$ cat config.mk
export PLATFORM = sky130hd
export DESIGN_NAME = apb_req_arbiter_flat
export DESIGN_NICKNAME = d
export VERILOG_FILES = /design/src/rtl/apb_req_arbiter_if.sv /design/src/rtl/apb_req_arbiter.sv /design/src/flat_wrapper.sv
export SDC_FILE = /design/constraint.sdc
export NUM_CORES = 1
export LEC_CHECK = 0
export BUFFER_PORTS_ARGS = -buffer_cell sky130_fd_sc_hd__buf_2
export CORE_MARGIN = 2
export CORE_UTILIZATION = 40
export CTS_CLUSTER_DIAMETER = 30
export DETAILED_ROUTE_END_ITERATION = 6
export GPL_ROUTABILITY_DRIVEN = 1
export PLACE_DENSITY = 0.71
export SLEW_MARGIN = 25
export SYNTH_ARGS = -nofsm -noshare
export SYNTH_HDL_FRONTEND = slang
export SYNTH_SLANG_ARGS = --single-unit
$ cat constraint.sdc
create_clock -name PCLK -period 2.35 [get_ports PCLK]
set_input_delay 0 -clock PCLK [delete_from_list [all_inputs] [get_ports PCLK]]
set_output_delay 0 -clock PCLK [all_outputs]
set_load 0.01 [all_outputs]
$ cat src/rtl/apb_req_arbiter_if.sv
// Bundle between the requesters, the round-robin arbiter and the APB master's internal port.
// The arbiter uses the master modport; the requester/APB-master environment uses slave.
interface apb_req_arbiter_if #(
  parameter int NUM_REQ = 2,
  parameter int AW      = 32,
  parameter int DW      = 32
);
  logic [NUM_REQ-1:0]    req;
  logic [NUM_REQ*AW-1:0] req_addr;
  logic [NUM_REQ*DW-1:0] req_wdata;
  logic [NUM_REQ-1:0]    req_write;
  logic [NUM_REQ-1:0]    gnt;
  logic [NUM_REQ-1:0]    done;
  logic [DW-1:0]         req_rdata;
  logic                  busy;
  logic                  transfer;
  logic [AW-1:0]         addr;
  logic [DW-1:0]         wdata;
  logic                  write;
  logic                  ready;
  logic [DW-1:0]         rdata;

  modport master (
    input  req, req_addr, req_wdata, req_write, ready, rdata,
    output gnt, done, req_rdata, busy, transfer, addr, wdata, write
  );

  modport slave (
    output req, req_addr, req_wdata, req_write, ready, rdata,
    input  gnt, done, req_rdata, busy, transfer, addr, wdata, write
  );
endinterface

$ cat src/rtl/apb_req_arbiter.sv
// Round-robin arbiter sharing one APB master internal port between NUM_REQ requesters,
// sequencing one transfer at a time and returning read data plus a done pulse to the owner.
module apb_req_arbiter #(
  parameter int NUM_REQ = 2,
  parameter int AW      = 32,
  parameter int DW      = 32
) (
  input  logic              PCLK,
  input  logic              PRESET,
  apb_req_arbiter_if.master bus
);
  localparam int LW = (NUM_REQ > 1) ? $clog2(NUM_REQ) : 1;

  typedef enum logic [2:0] {IDLE, ISSUE, SETUP, WAIT, DONE} state_t;

  state_t             state, state_nxt;
  logic [LW-1:0]      last, last_nxt;
  logic [NUM_REQ-1:0] gnt_q, gnt_nxt;
  logic [NUM_REQ-1:0] done_q, done_nxt;
  logic               transfer_q, transfer_nxt;
  logic               write_q, write_nxt;
  logic [AW-1:0]      addr_q, addr_nxt;
  logic [DW-1:0]      wdata_q, wdata_nxt;
  logic [DW-1:0]      rdata_q, rdata_nxt;

  logic               found;
  logic [LW-1:0]      win;
  logic [LW-1:0]      cand;
  logic [AW-1:0]      addr_sel;
  logic [DW-1:0]      wdata_sel;
  logic               write_sel;

  // Search starts just after the previous winner so every requester gets its turn.
  always_comb begin
    found = 1'b0;
    win   = last;
    cand  = last;
    for (int unsigned k = 1; k <= NUM_REQ; k++) begin
      cand = LW'((32'(last) + k) % NUM_REQ);
      if (!found && bus.req[cand]) begin
        found = 1'b1;
        win   = cand;
      end
    end
  end

  always_comb begin
    addr_sel  = '0;
    wdata_sel = '0;
    write_sel = 1'b0;
    for (int unsigned i = 0; i < NUM_REQ; i++) begin
      if (win == LW'(i)) begin
        addr_sel  = bus.req_addr[i*AW +: AW];
        wdata_sel = bus.req_wdata[i*DW +: DW];
        write_sel = bus.req_write[i];
      end
    end
  end

  always_comb begin
    state_nxt    = state;
    last_nxt     = last;
    gnt_nxt      = gnt_q;
    done_nxt     = '0;
    transfer_nxt = 1'b0;
    addr_nxt     = addr_q;
    wdata_nxt    = wdata_q;
    write_nxt    = write_q;
    rdata_nxt    = rdata_q;
    case (state)
      IDLE: begin
        if (found) begin
          state_nxt    = ISSUE;
          last_nxt     = win;
          gnt_nxt      = NUM_REQ'(1) << win;
          addr_nxt     = addr_sel;
          wdata_nxt    = wdata_sel;
          write_nxt    = write_sel;
          transfer_nxt = 1'b1;
        end
      end
      ISSUE: state_nxt = SETUP;
      // The slave's PREADY may already be high during the master's SETUP phase.
      SETUP: state_nxt = WAIT;
      WAIT: begin
        if (bus.ready) begin
          rdata_nxt = bus.rdata;
          done_nxt  = gnt_q;
          state_nxt = DONE;
        end
      end
      DONE: begin
        state_nxt = IDLE;
        gnt_nxt   = '0;
      end
      default: state_nxt = IDLE;
    endcase
  end

  always_ff @(posedge PCLK) begin
    if (PRESET) begin
      state      <= IDLE;
      last       <= LW'(NUM_REQ - 1);
      gnt_q      <= '0;
      done_q     <= '0;
      transfer_q <= 1'b0;
      write_q    <= 1'b0;
      addr_q     <= '0;
      wdata_q    <= '0;
      rdata_q    <= '0;
    end else begin
      state      <= state_nxt;
      last       <= last_nxt;
      gnt_q      <= gnt_nxt;
      done_q     <= done_nxt;
      transfer_q <= transfer_nxt;
      write_q    <= write_nxt;
      addr_q     <= addr_nxt;
      wdata_q    <= wdata_nxt;
      rdata_q    <= rdata_nxt;
    end
  end

  assign bus.gnt       = gnt_q;
  assign bus.done      = done_q;
  assign bus.transfer  = transfer_q;
  assign bus.addr      = addr_q;
  assign bus.wdata     = wdata_q;
  assign bus.write     = write_q;
  assign bus.req_rdata = rdata_q;
  assign bus.busy      = (state != IDLE);
endmodule

$ cat src/flat_wrapper.sv
// flat-port wrapper written by rule: the top's interface ports become plain ports
module apb_req_arbiter_flat 
#(
  parameter int NUM_REQ = 2,
  parameter int AW      = 32,
  parameter int DW      = 32
)
  (PCLK, PRESET, bus_req, bus_req_addr, bus_req_wdata, bus_req_write, bus_ready, bus_rdata, bus_gnt, bus_done, bus_req_rdata, bus_busy, bus_transfer, bus_addr, bus_wdata, bus_write);
  apb_req_arbiter_if #(.NUM_REQ(NUM_REQ), .AW(AW), .DW(DW)) bus_i ();
  input  logic PCLK;
  input  logic PRESET;
  input wire logic [$bits(bus_i.req)-1:0] bus_req;
  input wire logic [$bits(bus_i.req_addr)-1:0] bus_req_addr;
  input wire logic [$bits(bus_i.req_wdata)-1:0] bus_req_wdata;
  input wire logic [$bits(bus_i.req_write)-1:0] bus_req_write;
  input wire logic [$bits(bus_i.ready)-1:0] bus_ready;
  input wire logic [$bits(bus_i.rdata)-1:0] bus_rdata;
  output wire logic [$bits(bus_i.gnt)-1:0] bus_gnt;
  output wire logic [$bits(bus_i.done)-1:0] bus_done;
  output wire logic [$bits(bus_i.req_rdata)-1:0] bus_req_rdata;
  output wire logic [$bits(bus_i.busy)-1:0] bus_busy;
  output wire logic [$bits(bus_i.transfer)-1:0] bus_transfer;
  output wire logic [$bits(bus_i.addr)-1:0] bus_addr;
  output wire logic [$bits(bus_i.wdata)-1:0] bus_wdata;
  output wire logic [$bits(bus_i.write)-1:0] bus_write;
  assign bus_i.req = bus_req;
  assign bus_i.req_addr = bus_req_addr;
  assign bus_i.req_wdata = bus_req_wdata;
  assign bus_i.req_write = bus_req_write;
  assign bus_i.ready = bus_ready;
  assign bus_i.rdata = bus_rdata;
  assign bus_gnt = bus_i.gnt;
  assign bus_done = bus_i.done;
  assign bus_req_rdata = bus_i.req_rdata;
  assign bus_busy = bus_i.busy;
  assign bus_transfer = bus_i.transfer;
  assign bus_addr = bus_i.addr;
  assign bus_wdata = bus_i.wdata;
  assign bus_write = bus_i.write;
  apb_req_arbiter #(.NUM_REQ(NUM_REQ), .AW(AW), .DW(DW)) u_core (.PCLK(PCLK), .PRESET(PRESET), .bus(bus_i));
endmodule
==> results of run 1 <==
## worst min path at each step
stage                            to  cells after the start  slack (ps)
2_1_floorplan       u_core.state[1]                      1         110
3_3_place_gp        u_core.state[1]                      2         230
3_5_place_dp        u_core.state[1]                      2         240
4_1_cts         u_core.bus.wdata[2]                      3         0.4
5_1_grt        u_core.bus.wdata[18]                      3          20
6_report       u_core.bus.wdata[18]                      3          10
## metal layers
layer / routed length, µm / up-vias
met1: 7280 / 2822
met3: 1790 / 69
li1: - / 2840
met4: 645 / 0
met2: 9130 / 411
met5: 0 / -
## placed cells by master (no fill, tap or decap), drive strengths merged, types with 2 or more instances in the layout
cell type | netlist | routed
buf | 28 | 284
dlygate4sd3 | 0 | 155
dfxtp | 106 | 106
a21oi | 99 | 99
o21ai | 66 | 66
nand3 | 65 | 65
nand2 | 65 | 65
a311oi | 65 | 65
clkbuf | 42 | 11
inv | 3 | 3
and3 | 3 | 3
nor2 | 3 | 3
o211ai | 2 | 2
o31ai | 2 | 2
clkinvlp | 0 | 2
nor3 | 2 | 2
or2 | 2 | 2
and2 | 2 | 2
clkinv | 0 | 2
## per-stage QoR
| step | power [mW] | utilization | std cells | cell area [µm²] |
|---|---|---|---|---|
| 2_1_floorplan | 2.92 | - | 562 | 4840 |
| 3_3_place_gp | 3.36 | 0.521 | 923 | 6210 |
| 3_5_place_dp | 3.39 | 0.521 | 923 | 6210 |
| 4_1_cts | 5.08 | 0.674 | 1093 | 8030 |
| 5_1_grt | 5.36 | 0.675 | 1093 | 8040 |
| 6_report | 5.12 | 0.675 | 1093 | 8040 |
## final cells by class
type / count / area (µm²)
inverter: 3 / 11.3
clock buffer: 11 / 243
sequential: 106 / 2120
fill: 905 / 3870
tap: 147 / 184
timing repair buffer: 439 / 3070
clock inverter: 4 / 28.8
multi-input combinational: 383 / 2380
## cells by family (layout without fill, tap and decap cells)
logic type	Yosys count	after routing	share of synthesized area
buffers and inverters	73	457	0.0726
AND/OR/NAND/NOR	146	146	0.140
AO/OA/AOI/OAI	237	237	0.349
flip-flops	106	106	0.438
## worst reg2reg max path, cell delays in order, from the launching register on
cell           delay (ps)
dfxtp_1               440
and2_2                200
buf_4                 350
o21ai_0               260
a311oi_2              340
dlygate4sd3_1         580
## state kept, by name, indices dropped and copies added (netlist names)
name	count
u_core.bus.transfer	1
u_core.bus.wdata	32
u_core.bus.write	1
u_core.bus.done	2
u_core.bus.req_rdata	32
u_core.bus.gnt	2
u_core.state	3
u_core.last	1
u_core.bus.addr	32
## timing repair
action	CTS	global route
endpoints found under the setup margin	0	47
endpoints found under the hold margin	99	0
gates resized for setup	0	2
hold buffers	155	0
## power by group through the flow
stage	sequential, mW	combinational (mW)	clock (mW)
after floorplan	2.19	0.734	0
after global routing	2.11	1.76	1.49
after global placement	2.12	1.24	0
after detailed placement	2.13	1.27	0
final	2.09	1.64	1.39
after CTS	2.09	1.57	1.42
==> metrics.yaml, run 1 <==
status: "finished, final reports clean"
syn_inst: 562
globalplace.congestion: 0.778
grt_util_met3: 0.0622
drive_gt1_frac: 0.364
fin_setup_tns_ps: 0
cp_slowest_cell: "dlygate4sd3_1"
numCtsBuffers: 9
r2r_slack_ps: 140
grt_usage: 0.277
ir_drop_mv: 0.323
path_max_fanout: 40
slew_headroom: 0.494
cap_viol_max_count: 0
slew_viol_final: 0
clockPowerShare: 0.272
synth_edf_count: 0
yosysWarningCount: 0
via_per_inst: 5.62
crit_path_end_kind: "flop"
cts_sinks: 106
cpPeakStageDelay_ps: 580
path_depth: 5
grtUsageMet2: 0.473
min_period_over_period: 0.942
p_int_mw: 3.51
clk_latency_ps: 340
hpwl_um: 10600
synthTopCellsByCount: "106 x dfxtp_1, 99 x a21oi_1, 65 x nand2_1, 65 x nand3_1, 61 x o21ai_0"
r2r_start: "u_core.last"
grt_first_pass_wirelength_um: 29200
ys_ff_latch: 106
row_count: 40
die_h_um: 114
area_growth_pct: 66.0
synth_sequential_area_ratio: 0.438
pwr-share-comb: 0.320
p_switching_mw: 1.61
crit_chain: "and2_2, buf_4, o21ai_0, a311oi_2, dlygate4sd3_1"
r2r_cells: 5
antenna_found_initial: 0
worstHoldStart: "bus_req_wdata[18]"
avgSynthCellArea_um2: 8.62
via_count: 6142
synthTopCellsByArea: "dfxtp_1 44%, a311oi_2 12%, a21oi_1 10%"
path_class: "flop to flop"
grt_max_degree: 59
min_period_ps: 2210
post_cts_buffers: 0
holdCritPathClass: "primary input to flop"
cts_tree: "done"
layout_setup_ws_ps: 135
post-route-drc-count: 0
drt_iter0_markers: 521
fp.dieW_um: 114
finalSetupViolCount: 0
wl_um: 18900
synth.top_cell.area_share: 0.438
top_usage_layer: "met2"
met1_usage: 0.331
synth_cell_types: 31
cts_htree_levels: 3
swShare: 0.314
die-area_um2: 13000
p_leak_nw: 3.57
final_hold_viol_count: 0
cts_root_buffer: "clkbuf_16"
yosysMostFrequentCell: "dfxtp_1"
fin_nets: 1109
crit_family: "buffers and inverters"
synth_top_flop_cell: "dfxtp_1"
first_global_vias: 6063
wl_per_cell_um: 17.3
worstMarginPinSlew_ps: 758
core_um2: 11900
clockBufferDepth: 2
max_freq_mhz: 452
required_ps: 2640
r2r_end: "u_core.bus.wdata[10]"
dp_slack_ps: 661
synth_nets: 729
start_util: 0.407
crit_arrival_ps: 2500
drt_first_pass_iters: 6
endpoint: "u_core.bus.wdata[10]"
drtAntennaViolNets: 0
rsz0062_at_grt: "no"
whs_ps: 12.0
diodes: 0
syn-cell-area_um2: 4840
io_buffers: 269
clkTransAtPathRegs_ps: 70
synth_area_leader_cell: "dfxtp_1"
gr-total-overflow: 0
critPathBufInv: 2
p_seq_frac: 0.408
async_reset_ff_frac: 0
fin_skew_ps: 9.35
power.density_nw_per_um2: 637
crit_path_start: "u_core.last"
ios: 270
critPathLaunchType: "flop"
(Power assumes the default switching activity.)
==> run 2, diff against run 1 <==
ABC_AREA = 1   (was not set)
PLACE_DENSITY = 0.7   (was 0.71)
==> metrics.yaml, run 2 <==
place_area_um2: 6610  # +6.5%
finalInstanceArea_um2: 8010  # -0.42%
synthTopCellsByArea: "dfxtp_1 41%, nand2_1 18%, nand3_1 16%"
power.density_nw_per_um2: 681  # +6.9%
swShare: 0.316  # +0.00162
fill_cells: 1214  # +34%
r2r_cells: 7  # +2
final_cell_mix: "269 x buf_2, 240 x nand2_1, 169 x nand3_1"
min_period_ps: 2150  # -63.4 ps
min_period_over_period: 0.915  # -0.0270
path_common_cell: "nor2_1"
drt_first_pass_iters: 5  # -1
numCtsBuffers: 9  # unchanged
first_global_vias: 5870  # -3.2%
avgSynthCellArea_um2: 6.28  # -27%
yosysWarningCount: 0  # unchanged
layout_setup_ws_ps: 199  # +63.4 ps
cap_viol_max_count: 0  # unchanged
cpPeakStageDelay_ps: 560  # -20 ps
status: "finished, final reports clean"
crit_chain: "nand2_2, buf_12, nand3_1, nand2_1, dlygate4sd3_1, nor2_1, nor2_1"
crit_path_start: "u_core.last"
critPathLaunchType: "flop"
wl_per_cell_um: 13.1  # -24%
wl_um: 17600  # -6.8%
gr-total-overflow: 0  # unchanged
via_per_inst: 4.77  # -15%
crit_path_end_kind: "flop"
core_um2: 12700  # +6.4%
grt_first_pass_wirelength_um: 28000  # -3.9%
hold_depth: 5  # +2
hpwl_um: 10700  # +1.4%
synth_edf_count: 0  # unchanged
fin_skew_ps: 7.04  # -2.31 ps
ios: 270  # unchanged
layout_commonest_cell: "buf_2"
yosysMostFrequentCell: "nand2_1"
fp.dieW_um: 118  # +3.8%
syn_inst: 832  # +48%
p_seq_frac: 0.385  # -0.023
diodes: 0  # unchanged
clockPowerShare: 0.300  # +0.028
row_count: 41  # +2.5%
ys_ff_latch: 106  # unchanged
critPathBufInv: 2  # unchanged
crit_arrival_ps: 2400  # -100 ps
area_growth_pct: 53.1
drtAntennaViolNets: 0  # unchanged
dp_slack_ps: 766  # +105 ps
grt_usage: 0.243  # -0.0337
via_count: 6410  # +4.4%
p_leak_nw: 4.30  # +20%
cts_htree_levels: 3  # unchanged
placedCellCount: 1221  # +32%
p_switching_mw: 1.72  # +7.0%
cts_tree: "done"
clkTransAtPathRegs_ps: 70  # about the same
final_hold_viol_count: 0  # unchanged
synth_cell_types: 18  # -42%
synth.top_cell.area_share: 0.406  # -0.0323
cp_slowest_cell: "dlygate4sd3_1"
cts_root_buffer: "clkbuf_16"
worstHoldStart: "bus_req_wdata[44]"
post_cts_buffers: 0  # unchanged
ir_drop_mv: 0.379  # +17%
synthTopCellsByCount: "244 x nand2_1, 169 x nand3_1, 133 x nor2_1"
grt_max_degree: 132  # +120%
cts_sinks: 106  # unchanged
die_h_um: 118  # +3.8%
drt_iter0_markers: 417  # -20%
syn-cell-area_um2: 5230  # +8.0%
post-route-drc-count: 0  # unchanged
async_reset_ff_frac: 0  # unchanged
clockBufferDepth: 2  # unchanged
p_int_mw: 3.73  # +6.2%
antenna_found_initial: 0  # unchanged
io_buffers: 269  # unchanged
holdCritPathClass: "primary input to flop"
die-area_um2: 14000  # +7.7%
synth_area_leader_cell: "dfxtp_1"
finalSetupViolCount: 0  # unchanged
path_max_fanout: 34  # -15%
start_util: 0.413  # +0.00604
fin_setup_tns_ps: 0  # unchanged
post_cts_resized: 0  # unchanged
fin_nets: 1334  # +20%
required_ps: 2600  # -40 ps
pwr-share-comb: 0.315  # -0.005
rsz0062_at_grt: "no"
synth_nets: 999  # +37%
drive_gt1_frac: 0.261  # -0.103
slew_headroom: 0.535  # +0.0411
synth_top_flop_cell: "dfxtp_1"
max_freq_mhz: 465  # +2.9%
clk_latency_ps: 340  # about the same
path_class: "flop to flop"
crit_family: "buffers and inverters"
globalplace.congestion: 0.831  # +6.8%
slew_viol_final: 0  # unchanged
worstMarginPinSlew_ps: 694  # -64.1 ps
path_depth: 7  # +2
r2r_start: "u_core.last"
fin_cells: 1344  # +23%
synth_sequential_area_ratio: 0.406  # -0.0323
[run 2: cell types whose count changed after synthesis, moves of 3 or more]
cell and delta:
a21oi_1 -65, a311oi_1 -26, a311oi_2 -39, and3_1 -3, buf_2 +20, clkbuf_1 -24
inv_1 +71, nand2_1 +179, nand3_1 +104, nor2_1 +130, o21ai_0 -60, o21ai_1 -5
[run 2: final timing paths]
path              slack, ps                  endpoint
setup / recovery        200      u_core.bus.wdata[11]
hold / removal            2      u_core.bus.wdata[12]
setup reg to reg        200      u_core.bus.wdata[11]
hold reg to reg         460  u_core.bus.req_rdata[10]
[run 2: repair_timing]
item,4_1_cts,5_1_grt
endpoints found under the hold margin,78,0
endpoints found under the setup margin,0,0
hold buffers,107,0
[run 2: tightest hold or removal path: stages]
cell,delay (ps)
buf_2,70
nand3_1,60
nand2_1,70
nor2_1,40
nor2_1,70
[run 2: routing by layer]
layer	routed length, µm	GRT usage	vias up
li1	-	-	3249
met1	7160	0.289	2845
met2	8540	0.420	271
met3	1340	0.0560	45
met4	526	0.104	0
met5	0	0	-
[run 2: logic make-up after synthesis]
group	share of synthesized area
AND/OR/NAND/NOR	0.444
buffers and inverters	0.117
flip-flops	0.406
AO/OA/AOI/OAI	0.0335
[run 2: layout make-up]
| class | instances | area, µm² | area share |
|---|---|---|---|
| inverters | 76 | 285 | 0.0356 |
| repair buffers | 387 | 2550 | 0.319 |
| clock inverters | 4 | 73.8 | 0.00922 |
| well taps | 172 | 215 | 0.0269 |
| clock buffers | 12 | 246 | 0.0308 |
| flip-flops and latches | 106 | 2120 | 0.265 |
| multi-input cells | 587 | 2510 | 0.314 |
[run 2: per-stage QoR]
step / utilization / hold slack [ps] / power [mW]
finish: 0.632 / 2.26 / 5.45
global route: 0.632 / 10.7 / 5.81
global placement: 0.522 / 256 / 3.62
CTS: 0.632 / 0.219 / 5.48
detailed placement: 0.522 / 259 / 3.63
floorplan: - / 164 / 3.12
[run 2: power groups by stage]
| stage | Sequential (mW) | Clock, mW | Combinational, mW |
|---|---|---|---|
| 4_1_cts | 2.10 | 1.67 | 1.71 |
| 5_1_grt | 2.12 | 1.75 | 1.93 |
| 6_report | 2.10 | 1.64 | 1.72 |
| 3_5_place_dp | 2.14 | 0 | 1.49 |
| 3_3_place_gp | 2.13 | 0 | 1.49 |
| 2_1_floorplan | 2.23 | 0 | 0.886 |
